--- src/rtl/fd_delay_line_arbiter.sv ---
// Round-robin arbiter sharing one 10-bit delay-chip bus between per-channel LEN lines.
// Optional per-channel readback of the last latched value: define FD_DLY_READBACK_EN.
module fd_delay_line_arbiter #(
  parameter int g_NUM_CHANNELS = 4,
  parameter int g_SETUP_CYCLES = 2,
  parameter int g_LEN_CYCLES   = 2,
  parameter int g_HOLD_CYCLES  = 2
) (
  input  logic                         clk_ref_i,
  input  logic                         rst_n_i,
  input  logic [g_NUM_CHANNELS-1:0]    req_i,
  input  logic [10*g_NUM_CHANNELS-1:0] delay_i,
  output logic [9:0]                   delay_bus_o,
  output logic [g_NUM_CHANNELS-1:0]    len_o,
  output logic [g_NUM_CHANNELS-1:0]    done_p_o,
  output logic                         busy_o,
  output logic [g_NUM_CHANNELS-1:0]    pending_o,
  output logic [10*g_NUM_CHANNELS-1:0] cur_delay_o
);

  localparam int N    = g_NUM_CHANNELS;
  localparam int PW   = (N > 1) ? $clog2(N) : 1;
  localparam int MAXC = (g_SETUP_CYCLES > g_LEN_CYCLES)
                        ? ((g_SETUP_CYCLES > g_HOLD_CYCLES) ? g_SETUP_CYCLES : g_HOLD_CYCLES)
                        : ((g_LEN_CYCLES > g_HOLD_CYCLES) ? g_LEN_CYCLES : g_HOLD_CYCLES);
  localparam int CW   = (MAXC > 1) ? $clog2(MAXC) : 1;

  typedef enum logic [1:0] {ST_IDLE, ST_SETUP, ST_STROBE, ST_HOLD} state_t;

  state_t                 state_q, state_d;
  logic [CW-1:0]          cnt_q, cnt_d;
  logic [PW-1:0]          sel_q, sel_d, rr_ptr_q, rr_ptr_d;
  logic [N-1:0]           pending_q, pending_d, len_q, len_d, done_q, done_d;
  logic [N-1:0][9:0]      cap_q, cap_d;
  logic [9:0]             bus_q, bus_d;
  logic                   grant_valid;
  logic [PW-1:0]          grant_sel;
  logic [2*N-1:0]         pend_rot;
  logic                   hold_done;

  // Rotating the doubled pending vector puts rr_ptr at bit 0, so the search is a fixed priority scan.
  always_comb begin
    grant_valid = 1'b0;
    grant_sel   = '0;
    pend_rot    = {pending_q, pending_q} >> rr_ptr_q;
    for (int i = 0; i < N; i++) begin
      if (!grant_valid && pend_rot[i]) begin
        grant_valid = 1'b1;
        grant_sel   = PW'((int'(rr_ptr_q) + i) % N);
      end
    end
  end

  assign hold_done = (state_q == ST_HOLD) && (cnt_q == '0);

  always_comb begin
    // NOTE: every signal gets a default at the top so no path through the case leaves it unassigned (no latch).
    state_d   = state_q;
    cnt_d     = cnt_q;
    sel_d     = sel_q;
    rr_ptr_d  = rr_ptr_q;
    bus_d     = bus_q;
    pending_d = pending_q;
    cap_d     = cap_q;
    done_d    = '0;
    len_d     = '0;

    unique case (state_q)
      ST_IDLE: begin
        if (grant_valid) begin
          state_d              = ST_SETUP;
          cnt_d                = CW'(g_SETUP_CYCLES - 1);
          sel_d                = grant_sel;
          bus_d                = cap_q[grant_sel];
          pending_d[grant_sel] = 1'b0;
          rr_ptr_d             = (int'(grant_sel) == N - 1) ? '0 : grant_sel + PW'(1);
        end
      end
      ST_SETUP: begin
        if (cnt_q == '0) begin
          state_d = ST_STROBE;
          cnt_d   = CW'(g_LEN_CYCLES - 1);
        end else begin
          cnt_d = cnt_q - CW'(1);
        end
      end
      ST_STROBE: begin
        if (cnt_q == '0) begin
          state_d = ST_HOLD;
          cnt_d   = CW'(g_HOLD_CYCLES - 1);
        end else begin
          cnt_d = cnt_q - CW'(1);
        end
      end
      ST_HOLD: begin
        if (cnt_q == '0) begin
          state_d       = ST_IDLE;
          done_d[sel_q] = 1'b1;
        end else begin
          cnt_d = cnt_q - CW'(1);
        end
      end
      default: state_d = ST_IDLE;
    endcase

    // A fresh request wins over the grant-time clear, so a same-edge re-request stays pending.
    for (int k = 0; k < N; k++) begin
      if (req_i[k]) begin
        pending_d[k] = 1'b1;
        cap_d[k]     = delay_i[10*k +: 10];
      end
    end

    if (state_d == ST_STROBE) len_d[sel_d] = 1'b1;
  end

  // NOTE: state uses non-blocking assignments so every flop samples the pre-edge values of the others.
  always_ff @(posedge clk_ref_i or negedge rst_n_i) begin
    if (!rst_n_i) begin
      state_q   <= ST_IDLE;
      cnt_q     <= '0;
      sel_q     <= '0;
      rr_ptr_q  <= '0;
      bus_q     <= '0;
      pending_q <= '0;
      len_q     <= '0;
      done_q    <= '0;
      // NOTE: the capture array is reset too; it is small and a stale value must never reach a chip.
      cap_q     <= '0;
    end else begin
      state_q   <= state_d;
      cnt_q     <= cnt_d;
      sel_q     <= sel_d;
      rr_ptr_q  <= rr_ptr_d;
      bus_q     <= bus_d;
      pending_q <= pending_d;
      len_q     <= len_d;
      done_q    <= done_d;
      cap_q     <= cap_d;
    end
  end

`ifdef FD_DLY_READBACK_EN
  logic [N-1:0][9:0] cur_q, cur_d;

  always_comb begin
    cur_d = cur_q;
    if (hold_done) cur_d[sel_q] = bus_q;
  end

  always_ff @(posedge clk_ref_i or negedge rst_n_i) begin
    if (!rst_n_i) cur_q <= '0;
    else          cur_q <= cur_d;
  end

  assign cur_delay_o = cur_q;
`else
  assign cur_delay_o = '0;
`endif

  assign delay_bus_o = bus_q;
  assign len_o       = len_q;
  assign done_p_o    = done_q;
  assign busy_o      = (state_q != ST_IDLE);
  assign pending_o   = pending_q;

endmodule
--- config.mk ---
export PLATFORM = sky130hd
export DESIGN_NAME = fd_delay_line_arbiter
export DESIGN_NICKNAME = d
export VERILOG_FILES = /design/src/rtl/fd_delay_line_arbiter.sv
export SDC_FILE = /design/constraint.sdc
export NUM_CORES = 1
export LEC_CHECK = 0
export CAP_MARGIN = 20
export CORE_UTILIZATION = 40
export CTS_CLUSTER_DIAMETER = 60
export DETAILED_ROUTE_END_ITERATION = 8
export HOLD_SLACK_MARGIN = 0.15
export PLACE_DENSITY = 0.71
export SLEW_MARGIN = 20
export SYNTH_ARGS = -nofsm -noshare
export SYNTH_HDL_FRONTEND = slang
export SYNTH_SLANG_ARGS = --single-unit
--- constraint.sdc ---
create_clock -name clk_ref_i -period 3.3 [get_ports clk_ref_i]
set_input_delay 0.66 -clock clk_ref_i [delete_from_list [all_inputs] [get_ports clk_ref_i]]
set_output_delay 0.66 -clock clk_ref_i [all_outputs]
set_load 0.01 [all_outputs]
==> qor.yml, run 1 <==
run_status: "finished, final reports clean"
slew-limit-headroom_pct: 38.3
seq_area_frac_synth_pct: 51.2
rows: 33
grt_max_degree: 35
cts_tree: "done"
hold_viol: 0
dpl.hpwl_mm: 5.08
grt_first_pass_wirelength_mm: 11.2
irDropWorstVdd_mv: 0.343
p_switching_w: 0.00123
tightest_slew_ps: 923
ys_ff_latch: 69
placed_area_sq_um: 3970
fmax_ghz: 0.379
route.vias.total: 2222
maxCapViolCount: 0
final_nets: 398
cp.required_ps: 2640
skew_ps: 8.16
diodes: 0
cts_buffers: 9
async_flop_share_pct: 100
yosys_warnings: 0
ctsLongestPathBuffers: 2
synth_top_area_share_pct: 51.2
min_period_ps: 2640
p_int_w: 0.00211
drive_above_1_share_pct: 18.3
synth_common_cells: "dfrtp_1 (69), buf_4 (40), mux2_2 (40)"
h-tree-depth: 3
maxSlewViolCount: 0
setup_viol: 0
via_per_inst: 4.88
synth.avg_cell_area_sq_um: 12.0
rsz0062_at_grt: "false"
die_h_microns: 93.8
antenna_found_initial: 0
core_sq_um: 8180
synth_area_leaders: "dfrtp_1 (51%), mux2_2 (13%), buf_4 (8.9%)"
synth_edf_count: 0
timing.final.crit_share_pct: 80.0
post_cts_resized: 0
synth_top_flop_cell: "dfrtp_1"
synth_cell_types: 41
pwr-share-clk_pct: 19.8
crit_type: "flop to output pin"
pwr-share-seq_pct: 37.3
drtAntennaViolNets: 0
worstHoldPathType: "input pin to async pin"
place_congestion: 0.742
port_buffers: 68
fp.dieW_microns: 93.8
drt_iter0_drc: 85
critPathMaxFanout: 10
crit_path_end_kind: "output pin"
synth_top_area_cell: "dfrtp_1"
synth.most_common_cell: "dfrtp_1"
wl_mm: 6.77
synthCells: 280
p_per_area_nw_per_um2: 804
postCtsHoldBufs: 0
clk_latency_ps: 340
syn_area_sq_um: 3370
overflow: 0
sw_frac_of_total_pct: 36.9
p_comb_share_pct: 42.9
leakage_nw: 1.82
start_util_pct: 41.3
gr-usage-all-layers_pct: 17.1
tns_ps: 0
grt_pass1_vias: 2244
avgRoutedWirePerCell_microns: 14.9
first_pass_iters: 4
final_cell_area_sq_um: 4150
root_buffer: "clkbuf_8"
postCtsSetupBuffers: 0
ios: 109
cts.sink_count: 69
drcViolationCount: 0
arrival_ps: 1980
syn2layout_area_growth_pct: 23.1
clk_pin_slew_ps: 70
worst_setup_path_start_kind: "flop"
die-area_sq_um: 8800
final timing paths:
check	from	endpoint	slack, ps	depth (start not counted)
worst max-delay path	state_q[0]$_DFF_PN0_	busy_o	660	4
worst min-delay path	rst_n_i	len_o[0]$_DFF_PN0_	240	1
worst max register to register	pending_o[0]$_DFFE_PN0P_	len_o[1]$_DFF_PN0_	1250	4
worst min register to register	sel_q[1]$_DFF_PN0_	done_p_o[0]$_DFF_PN0_	500	1
max in group asynchronous	rst_n_i	cap_q[7]$_DFFE_PN0P_	2280	2
min in group clk_ref_i	sel_q[1]$_DFF_PN0_	done_p_o[0]$_DFF_PN0_	500	1
power by group through the flow:
stage | sequential [W] | combinational, W | clock, W
global placement | 0.00125 | 0.00140 | 0
detailed placement | 0.00126 | 0.00144 | 0
finish | 0.00125 | 0.00143 | 0.000659
CTS | 0.00125 | 0.00145 | 0.000678
global route | 0.00128 | 0.00158 | 0.000717
floorplan | 0.00122 | 0.00103 | 0
cell usage in the layout (no fill, tap or decap), types with 2 or more instances in the layout:
master / netlist / layout
nand2b_1: 3 / 3
clkbuf_8: 0 / 10
nor4bb_1: 2 / 2
o21ai_0: 3 / 3
o21ai_1: 2 / 2
a21oi_1: 4 / 4
clkbuf_1: 5 / 2
a221oi_1: 10 / 10
clkdlybuf4s50_1: 0 / 67
nor3b_1: 2 / 2
dfrtp_1: 69 / 69
conb_1: 1 / 40
nor2_1: 18 / 18
o22ai_1: 11 / 11
a21o_1: 6 / 6
nand2_1: 14 / 14
inv_1: 5 / 5
mux2_2: 40 / 40
ha_1: 5 / 5
mux2i_1: 11 / 11
buf_4: 40 / 3
critical path, stage by stage (launching register included):
cell	delay (ps)
dfrtp_1	430
inv_1	110
ha_1	420
inv_1	160
clkdlybuf4s50_1	510
metal layers:
| metal | global-route usage, % | wire, microns |
|---|---|---|
| met5 | 0 | 0 |
| met4 | 6.41 | 122 |
| met3 | 5.02 | 348 |
| met2 | 26.9 | 3250 |
| met1 | 22.3 | 3050 |
cell families (layout without fill, tap and decap cells):
logic type	after synthesis	after routing	synth area share, %
and+or+nand+nor	49	49	7.64
adders and majority gates	5	5	1.85
muxes	51	51	16.6
DFF	69	69	51.2
other	1	40	0.111
buffers and inverters	60	91	11.8
AOI/OAI and AO/OA	45	45	10.8
through the flow:
| stage | util, % | total power (W) | setup WS (ps) | instances | hold slack (ps) |
|---|---|---|---|---|---|
| floorplan | - | 0.00225 | 1540 | 319 | 364 |
| global placement | 48.6 | 0.00266 | 1100 | 441 | 486 |
| detailed placement | 48.6 | 0.00270 | 1030 | 441 | 487 |
| CTS | 50.8 | 0.00337 | 640 | 455 | 225 |
| global route | 50.8 | 0.00357 | 513 | 455 | 252 |
| finish | 50.8 | 0.00334 | 661 | 455 | 237 |
registers in the layout, summed over array words and instances (netlist names):
signal       flops
done_p_o         4
state_q          2
len_o            4
cap_q           40
rr_ptr_q         2
pending_o        4
delay_bus_o     10
sel_q            2
cnt_q            1
cell type report:
class	instances	area, sq um
Timing Repair Buffer	71	698
Clock inverter	2	35.0
Sequential cell	69	1730
Multi-Input combinational cell	190	1390
Inverter	6	22.5
Clock buffer	12	145
Tap cell	105	131
Fill cell	724	4020
(Power assumes the default switching activity.)
==> inputs of run 2 (changes only) <==
clock period = 2.46 ns   (was 3.3 ns; I/O delays follow)
==> run 2 against run 1 <==
  * Power up 39%
  * Critical path depth did not move
  * Combinational power is 34% higher
  * Clock-buffer cell count down 1
  * Final cell count is 0.88% higher
  * Via count increased by 1.8%
  * Critical endpoint unchanged
  * Largest cell class unchanged
==> qor.yml, run 2 (synthesized netlist as in run 1, its figures left out) <==
largest_register: "cap_q"
rsz0062_at_grt: "false"
setup_viol: 0
cts.sink_count: 69
r2r_slack_ps: 580
path_cells: "inv_1, ha_1, inv_1, clkdlybuf4s50_1"
postCtsHoldBufs: 0
fp.dieW_microns: 93.8
avgRoutedWirePerCell_microns: 14.7
grt_max_degree: 31
setup_ws_ps: 235
cpMaxStageDelayCell: "clkdlybuf4s50_1"
place_ws_ps: 583
cp-endpoint: "busy_o"
maxSlewViolCount: 0
layout_common_cells: "dfrtp_1 (69), clkdlybuf4s50_1 (67), mux2_2 (40), conb_1 (40), nor2_1 (18)"
run_status: "finished, final reports clean"
die-area_sq_um: 8800
timing.final.crit_share_pct: 90.5
clk_latency_ps: 340
maxCapViolCount: 0
clk_pin_slew_ps: 70
crit_type: "flop to output pin"
drive_above_1_share_pct: 19.5
core_sq_um: 8180
cts_buffers: 9
worst_setup_path_start_kind: "flop"
grt_pass1_vias: 2192
fmax_ghz: 0.449
timing.rr.end: "rr_ptr_q[1]$_DFFE_PN0P_"
multiInputGateArea_sq_um: 1390
overflow: 0
start_util_pct: 41.3
min_period_ps: 2230
root_buffer: "clkbuf_8"
critPathMaxFanout: 5
drtAntennaViolNets: 0
syn2layout_area_growth_pct: 25.2
first_pass_iters: 4
crit_path_end_kind: "output pin"
cts_tree: "done"
ff2ff_path_depth: 5
antenna_found_initial: 0
worstHoldPathType: "input pin to async pin"
ios: 109
largest_reg_flops: 40
r2r_start: "pending_o[3]$_DFFE_PN0P_"
leakage_nw: 1.85
wl_mm: 6.75
rows: 33
diodes: 0
slew-limit-headroom_pct: 56.2
ctsLongestPathBuffers: 2
grt_first_pass_wirelength_mm: 10.7
tns_ps: 0
startpoint: "state_q[0]$_DFF_PN0_"
cp.depth: 4
cpLargestDelayFamily: "buffers and inverters"
die_h_microns: 93.8
postCtsSetupBuffers: 0
gr-usage-all-layers_pct: 16.4
final_nets: 400
post_cts_resized: 0
register_area_sq_um: 1730
h-tree-depth: 3
cpPeakStageDelay_ps: 550
final_util_pct: 51.7
irDropWorstVdd_mv: 0.476
tightest_slew_ps: 657
route.vias.total: 2263
fillers: 724
final_common_cell: "dfrtp_1"
port_buffers: 68
p_per_area_nw_per_um2: 1100
critPathBufInv: 3
drt_iter0_drc: 93
drcViolationCount: 0
dpl.hpwl_mm: 5.02
critPathMostFrequentCell: "inv_1"
place_congestion: 0.762
via_per_inst: 4.93
skew_ps: 6.08
arrival_ps: 1730
cp.required_ps: 1970
hold_viol: 0
-- run 2: changes by cell type in the layout (fill, tap and decap cells not counted), sizes merged --
| cell | previous run | this run |
|---|---|---|
| buf | 4 | 6 |
| clkbuf | 12 | 11 |
| inv | 6 | 7 |
| clkinv | 1 | 2 |
| bufinv | 1 | 2 |
-- run 2: how the worst min path moves through the flow --
stage                                       end  slack, ps
after floorplan            cap_q[0]$_DFFE_PN0P_        200
after global placement    done_p_o[0]$_DFF_PN0_        480
after detailed placement  done_p_o[0]$_DFF_PN0_        490
after CTS                    len_o[2]$_DFF_PN0_        180
after global routing         len_o[2]$_DFF_PN0_        200
final                        len_o[2]$_DFF_PN0_        170
-- run 2: cell type report --
cell class              count  share of cell area (%)
repair buffers             73                    17.2
inverters                   6                   0.533
well taps                 105                    3.11
clock inverters             5                    1.95
clock buffers              11                    3.35
flip-flops and latches     69                    40.9
multi-input cells         190                    33.0
-- run 2: per-layer routing --
metal	track usage, %	part of all wire, %	routed length [microns]	up-vias
met3	5.66	6.8	457	11
met4	4.49	1.6	106	0
met1	20.2	43	2930	1090
met2	27.4	48	3250	109
li1	-	-	-	1053
met5	0	0	0	-
-- run 2: through the flow --
| stage | cell area (sq um) | cells | power [W] | hold slack, ps |
|---|---|---|---|---|
| floorplan | 3520 | 319 | 0.00302 | 196 |
| global placement | 4000 | 443 | 0.00358 | 483 |
| detailed placement | 4000 | 443 | 0.00362 | 492 |
| CTS | 4220 | 459 | 0.00465 | 178 |
| global route | 4220 | 459 | 0.00492 | 199 |
| finish | 4220 | 459 | 0.00463 | 172 |
-- run 2: where the power goes --
group,internal (W),total (W),leakage [nW],switching [W]
logic,0.000958,0.00191,0.926,0.000954
registers,0.00140,0.00169,0.812,0.000289
clock network,0.000602,0.00102,0.114,0.000422
